## config.mk

```make
export PLATFORM = sky130hd
export DESIGN_NAME = cpu_bus_arbiter
export DESIGN_NICKNAME = d
export VERILOG_FILES = /design/src/rtl/cpu_bus_arbiter.sv
export SDC_FILE = /design/constraint.sdc
export NUM_CORES = 1
export LEC_CHECK = 0
export CAP_MARGIN = 10
export CORE_MARGIN = 4
export CORE_UTILIZATION = 30
export CTS_BUF_LIST = sky130_fd_sc_hd__clkbuf_4 sky130_fd_sc_hd__clkbuf_8 sky130_fd_sc_hd__clkbuf_16
export CTS_CLUSTER_SIZE = 20
export DETAILED_ROUTE_END_ITERATION = 8
export SKIP_LAST_GASP = 1
export SYNTH_ARGS = -nofsm -noshare
export SYNTH_HDL_FRONTEND = slang
export SYNTH_SLANG_ARGS = --single-unit
```

## constraint.sdc

```tcl
create_clock -name sysclk -period 3 [get_ports sysclk]
set_input_delay 0.45 -clock sysclk [delete_from_list [all_inputs] [get_ports sysclk]]
set_output_delay 0.45 -clock sysclk [all_outputs]
set_load 0.03 [all_outputs]
```

## src/rtl/cpu_bus_arbiter.sv

```systemverilog
// cpu_bus_arbiter: shares the CPU bus between the 6502 core, OAM DMA and DMC sample fetches.
// While a DMA engine owns the bus the core is stalled through core_rdy.
module cpu_bus_arbiter (
    input  logic        sysclk,
    input  logic        reset,
    input  logic        cpu_clock,
    input  logic [15:0] core_addr_bus,
    input  logic [7:0]  core_data_out,
    input  logic        core_wr,
    input  logic [7:0]  cpu_data_in,
    input  logic        dmc_req,
    input  logic [15:0] dmc_addr,
    output logic        dmc_ack,
    output logic [7:0]  dmc_data,
    output logic [15:0] bus_addr,
    output logic [7:0]  bus_data_out,
    output logic        bus_wr,
    output logic        core_rdy,
    output logic        busy
);

    localparam logic [2:0] S_IDLE   = 3'd0;
    localparam logic [2:0] S_HALT   = 3'd1;
    localparam logic [2:0] S_ALIGN  = 3'd2;
    localparam logic [2:0] S_OAM_RD = 3'd3;
    localparam logic [2:0] S_OAM_WR = 3'd4;
    localparam logic [2:0] S_DMC_RD = 3'd5;

    logic [2:0] r_state;
    logic [2:0] w_nextState;
    logic [2:0] w_slot;
    logic [2:0] w_slotAligned;
    logic       r_parity;
    logic       r_oamActive;
    logic       r_dmcAck;
    logic [7:0] r_page;
    logic [7:0] r_cnt;
    logic [7:0] r_oamByte;
    logic [7:0] r_dmcData;
    logic       w_oamTrigger;
    logic       w_dmcReq;

    assign w_oamTrigger = (r_state == S_IDLE) && core_wr && (core_addr_bus == 16'h4014);
    // The request just served stays high until the requester sees ack; never fetch it twice.
    assign w_dmcReq = dmc_req && !r_dmcAck && (r_state != S_DMC_RD);

    always_comb begin
        w_slot = S_IDLE;
        if (w_dmcReq) begin
            w_slot = S_DMC_RD;
        end else if (r_oamActive) begin
            w_slot = S_OAM_RD;
        end
        w_slotAligned = w_slot;
        // Reads must land on get cycles, so burn one dummy cycle when the next one would be a put.
        if ((w_slot != S_IDLE) && r_parity) begin
            w_slotAligned = S_ALIGN;
        end
    end

    always_comb begin
        w_nextState = S_IDLE;
        case (r_state)
            S_IDLE:   w_nextState = (w_oamTrigger || w_dmcReq) ? S_HALT : S_IDLE;
            S_HALT:   w_nextState = w_slotAligned;
            S_ALIGN:  w_nextState = w_slotAligned;
            S_OAM_RD: w_nextState = S_OAM_WR;
            S_OAM_WR: w_nextState = (r_cnt == 8'hFF) ? S_IDLE : w_slotAligned;
            S_DMC_RD: w_nextState = w_slotAligned;
            default:  w_nextState = S_IDLE;
        endcase
    end

    always_ff @(posedge sysclk) begin
        if (!reset) begin
            r_state     <= S_IDLE;
            r_parity    <= 1'b0;
            r_cnt       <= 8'h00;
            r_page      <= 8'h00;
            r_oamByte   <= 8'h00;
            r_dmcData   <= 8'h00;
            r_oamActive <= 1'b0;
            r_dmcAck    <= 1'b0;
        end else begin
            r_dmcAck <= 1'b0;
            if (cpu_clock) begin
                r_state  <= w_nextState;
                r_parity <= ~r_parity;
                if (w_oamTrigger) begin
                    r_page      <= core_data_out;
                    r_cnt       <= 8'h00;
                    r_oamActive <= 1'b1;
                end
                if (r_state == S_OAM_RD) begin
                    r_oamByte <= cpu_data_in;
                end
                if (r_state == S_OAM_WR) begin
                    r_cnt <= r_cnt + 8'd1;
                    if (r_cnt == 8'hFF) begin
                        r_oamActive <= 1'b0;
                    end
                end
                if (r_state == S_DMC_RD) begin
                    r_dmcData <= cpu_data_in;
                    r_dmcAck  <= 1'b1;
                end
            end
        end
    end

    always_comb begin
        bus_addr     = core_addr_bus;
        bus_data_out = core_data_out;
        bus_wr       = 1'b0;
        case (r_state)
            S_IDLE:   bus_wr = core_wr;
            S_OAM_RD: bus_addr = {r_page, r_cnt};
            S_OAM_WR: begin
                bus_addr     = 16'h2004;
                bus_data_out = r_oamByte;
                bus_wr       = 1'b1;
            end
            S_DMC_RD: bus_addr = dmc_addr;
            default:  bus_wr = 1'b0;
        endcase
    end

    assign core_rdy = (r_state == S_IDLE);
    assign busy     = ~core_rdy;
    assign dmc_ack  = r_dmcAck;
    assign dmc_data = r_dmcData;

endmodule
```

Word-level counts from Yosys, hierarchy flattened
Cells that the tools add are included.
{ "op_classes": {"addsub": 1, "eq_ne": 8, "mux": 15, "n_bitwise": 2, "n_reduce_logical": 16} }
{ "op_table": {"columns": ["op", "n"], "rows": [
  ["16-bit one-hot mux with 3 select lines", 1],
  ["8-bit two-way mux", 3],
  ["16-bit by 15-bit equality test with 1-bit output, second input constant", 1],
  ["3-bit one-hot mux with 4 select lines", 1],
  ["2-bit AND reduction", 5],
  ["3-bit two-way mux", 3],
  ["8-bit by 1-bit adder with 8-bit output, second input constant", 1],
  ["8-bit equality test, second input constant", 1],
  ["3-bit by 2-bit equality test with 1-bit output, second input constant", 2],
  ["3-bit equality test, second input constant", 2],
  ["1-bit logical AND", 5],
  ["1-bit two-way mux", 5],
  ["3-bit by 1-bit equality test with 1-bit output, second input constant", 1],
  ["3-bit zero test", 1],
  ["3-bit != test, second input constant", 1],
  ["3-bit nonzero test", 1],
  ["3-bit OR reduction", 1],
  ["2-bit two-way mux", 1],
  ["1-bit inverter", 2],
  ["1-bit one-hot mux with 2 select lines", 1],
  ["2-bit nonzero test", 1],
  ["1-bit zero test", 1],
  ["1-bit logical OR", 1]
]} }
{ "totals": {"regBits": 38, "output_inout_bits": 36, "wordCells": 50} }

Longest topological paths before layout
Gate-level depths: netlist of run 1.
{ "logic_depth": {"ltp_word": 9, "mapped_depth": 7, "depth_no_buf": 5} }

Worst setup path before layout of run 1
OpenSTA, ideal clock, no wires.
{ "synth_timing": {"path_type": "flip-flop to output port", "start": "reg r_state[1]", "end": "out bus_addr[0]", "arrival_ps": 1557, "required_time_ps": 2550, "path_slack_ps": 993, "stages_incl_launch_ff": 6, "path_buffers": 2, "path_cell_list": "dfxtp_1 -> nor2b_1 -> clkbuf_1 -> clkbuf_1 -> a22oi_1 -> o2bb2ai_1"} }
{ "synth_between": {"elab_chain_cells": 2, "word_cells_on_any_way": 4} }
{ "synth_rtl": {"columns": ["item", "line", "rtl"], "rows": [
  ["from (decl)", "29", "logic [2:0] r_state;"],
  ["from (signal assigned)", "87", "r_state <= w_nextState;"],
  ["3-bit equality test / 3-bit by 2-bit equality test with 1-bit output (equally long branches)", "115", "case (r_state)"],
  ["16-bit one-hot mux with 3 select lines (*)", "115", null],
  ["to (decl)", "15", "output logic [15:0] bus_addr,"]
]} }
Every way passes the cells marked *; elsewhere a longest branch is shown, timed or not.

Worst setup path in the final report of run 1
{ "layout_timing": {"start": "reg r_state[1]", "end": "out bus_addr[4]"} }
Same word-level chain as after synthesis.

==> impl_metrics.env, run 1 <==
export IMPL_regArea_sq_um=760.7
export IMPL_cp_start_kind="flop"
export IMPL_syn_area_per_cell_sq_um=8.687
export IMPL_gp_congestion=0.7835
export IMPL_multi_input_area_sq_mm=0.001259
export IMPL_synthFlopType="dfxtp_1"
export IMPL_yosys_area_share_simple_pct=23.67
export IMPL_drc=0
export IMPL_cts_hold_buf=0
export IMPL_synth_compound_area_share_pct=22.62
export IMPL_drive_gt1_share_pct=14.97
export IMPL_worst_ep_arrival_time_ns=2.40
export IMPL_maxCapViolations=0
export IMPL_layout_min_cycle_time_ns=2.847
export IMPL_ys_ff_latch=38
export IMPL_first_global_vias=2106
export IMPL_grt_busiest_layer="met2"
export IMPL_synth_xor_xnor_area_share_pct=2.857
export IMPL_skew_ns=0.004556
export IMPL_crit_fanout=13
export IMPL_cts_resized=0
export IMPL_power_leakage_nw=1.142
export IMPL_wire_per_inst_um=15.34
export IMPL_ys_warn_count=0
export IMPL_dp_hpwl_um=5048
export IMPL_status="complete, no violations"
export IMPL_cellPowerDensity_mw_per_mm2=407.5
export IMPL_clkTransAtPathRegs_ns=0.08
export IMPL_synth_enable_flop_cells=0
export IMPL_grt_pass1_wl_um=10490
export IMPL_first_iter_violations=97
export IMPL_io_buffers=88
export IMPL_max_freq_mhz=351.3
export IMPL_worst_slew_pin_slew_ns=0.9181
export IMPL_htreeDepth=2
export IMPL_worstPathRequired_ns=2.55
export IMPL_antenna_found_initial=0
export IMPL_slew_headroom_pct=38.38
export IMPL_cts_root_buffer="clkbuf_8"
export IMPL_finalPower_mw=1.322
export IMPL_fill_cells=652
export IMPL_synth_adder_area_share_pct=0.5831
export IMPL_overflow=0
export IMPL_grt_use_total_pct=15.34
export IMPL_finalSetupTns_ns=0
export IMPL_async_flop_share_pct=0
export IMPL_use_met3_pct=5.686
export IMPL_hold_depth=2
export IMPL_grt_met2_usage_pct=26.16
export IMPL_hold_path_class="flop to flop"
export IMPL_cts_made_buffers=5
export IMPL_synthesis_area_sq_mm=0.002146
export IMPL_synth_top_area_cell="dfxtp_1"
export IMPL_synth_top_cells_by_count="nand2_1 (52), dfxtp_1 (38), a21boi_0 (16), a22oi_1 (16), o2bb2ai_1 (15)"
export IMPL_cp_end_kind="primary output"
export IMPL_hold_ws_ns=0.4605
export IMPL_row_count=30
export IMPL_post_route_period_util_pct=94.89
export IMPL_vias=2076
export IMPL_clockBufferDepth=2
export IMPL_critPathKind="flop to primary output"
export IMPL_r2r_cells=5
export IMPL_synth_area_mux_share_pct=8.921
export IMPL_rsz0062_at_grt="no"
export IMPL_synth_top_family_by_area="simple AND/OR/NAND/NOR gates"
export IMPL_grt_start_max_net_pins=46
export IMPL_postCtsSetupBuffers=0
export IMPL_seq_area_frac_synth_pct=35.45
export IMPL_setup_viol=0
export IMPL_yosys_cell_types_count=48
export IMPL_wl_um=6596
export IMPL_cts_tree="yes"
export IMPL_vdd_drop_max_mv=0.2718
export IMPL_clock_sinks=38
export IMPL_die_w_um=92.58
export IMPL_fin_nets=387
export IMPL_worst_r2r_setup_slack_ns=1.06
export IMPL_routed_via_density=4.828
export IMPL_drtPass1Iterations=4
export IMPL_die_area_sq_mm=0.008570
export IMPL_initial_core_util_pct=31.24
export IMPL_area_growth_pct=51.20
export IMPL_use_met1_pct=18.50
export IMPL_ant_nets=0
export IMPL_synthCells=247
export IMPL_hold_viol_final=0
export IMPL_boundaryPins=89
export IMPL_core_area_sq_mm=0.006869
export IMPL_die_h_um=92.58
export IMPL_drv_slew=0
export IMPL_synth_top_area_share_pct=35.45
export IMPL_n_antenna_cell=0
export IMPL_yosysMostFrequentCell="nand2_1"
export IMPL_syn_nets=301
export IMPL_worstSkewPairLatency_ns=0.29
export IMPL_synthTopCellsByArea="dfxtp_1 (35%), nand2_1 (9.1%), o2bb2ai_1 (6.1%)"
==> power by group <==
part / switching [mW] / internal, mW
Clock: 0.197 / 0.333
Combinational: 0.136 / 0.145
Sequential: 0.00337 / 0.507
Total: 0.336 / 0.986
==> state kept, by name, indices dropped and copies added, names as in the netlist <==
name	flops
r_page	8
r_cnt	8
r_parity	1
r_oamByte	8
dmc_ack	1
r_state	3
r_oamActive	1
dmc_data	8
==> metal layers <==
metal	vias to the layer above	wire, um
met5	-	0
met4	0	32
met3	4	505
met2	57	3133
met1	954	2924
li1	1061	-
==> layout by cell type, fill, tap and decap left out, types with 2 or more instances in the layout <==
master	count
nor4_1	2
nor2b_1	3
nand2_1	52
clkdlybuf4s50_1	75
mux2i_1	9
mux2_2	9
and2_1	3
nand3b_1	2
nand3_1	7
nor2_1	7
a32o_1	2
inv_1	3
a22oi_1	16
bufinv_16	2
o22ai_1	3
and4_1	2
buf_4	21
clkbuf_8	5
dfxtp_1	38
buf_12	2
nand4_1	2
xor2_1	7
o31ai_1	2
and3_1	3
o21ai_0	2
a21boi_0	16
o2bb2ai_1	15
nand2b_1	3
==> layout make-up <==
class / instances / share of cell area (%)
Timing Repair Buffer: 98 / 29.23
Sequential cell: 38 / 23.45
Clock buffer: 5 / 2.121
Tap cell: 96 / 3.702
Multi-Input combinational cell: 185 / 38.80
Clock inverter: 3 / 2.121
Inverter: 5 / 0.5785
==> cell families (layout without fill, tap and decap cells) <==
family	Yosys count	in the layout
adder cells (fa/ha/maj)	1	1
multiplexers	18	18
flip-flops	38	38
AO/OA/AOI/OAI	62	62
AND/OR/NAND/NOR	97	97
XOR/XNOR	7	7
buffers and inverters	24	111
==> stage by stage <==
stage	util, %	instance area [sq um]	std cells	setup WS (ns)
after floorplan	-	2146	247	0.9935
after global placement	45.23	3107	422	0.5273
after detailed placement	45.23	3107	422	0.4793
after CTS	47.23	3244	430	0.1532
after global routing	47.23	3244	430	0.04666
final	47.23	3244	430	0.1533
==> path summary, 6_finish.rpt <==
path | startpoint | end
max | r_state[1]$_SDFFE_PN0P_ | bus_addr[4]
min | r_page[7]$_SDFFE_PN0P_ | r_page[7]$_SDFFE_PN0P_
max reg2reg | r_state[1]$_SDFFE_PN0P_ | r_state[2]$_SDFFE_PN0P_
min reg2reg | r_page[7]$_SDFFE_PN0P_ | r_page[7]$_SDFFE_PN0P_
==> critical path: stages, from the launching register on <==
cell	delay [ns]
dfxtp_1	0.56
o21ai_0	0.15
o21ai_1	0.51
o2bb2ai_1	0.20
clkdlybuf4s50_1	0.69
No activity file was read; power rests on OpenSTA's default activity.
==> inputs of run 2 (changes only) <==
--- a/config.mk
+++ b/config.mk
@@ -11,6 +11,7 @@
 export CTS_BUF_LIST = sky130_fd_sc_hd__clkbuf_4 sky130_fd_sc_hd__clkbuf_8 sky130_fd_sc_hd__clkbuf_16
 export CTS_CLUSTER_SIZE = 20
 export DETAILED_ROUTE_END_ITERATION = 8
+export HOLD_SLACK_MARGIN = 0.02
 export SKIP_LAST_GASP = 1
 export SYNTH_ARGS = -nofsm -noshare
 export SYNTH_HDL_FRONTEND = slang
==> results of run 2 <==
Same layout as run 1: the final DEF is identical, and so are final timing and power.
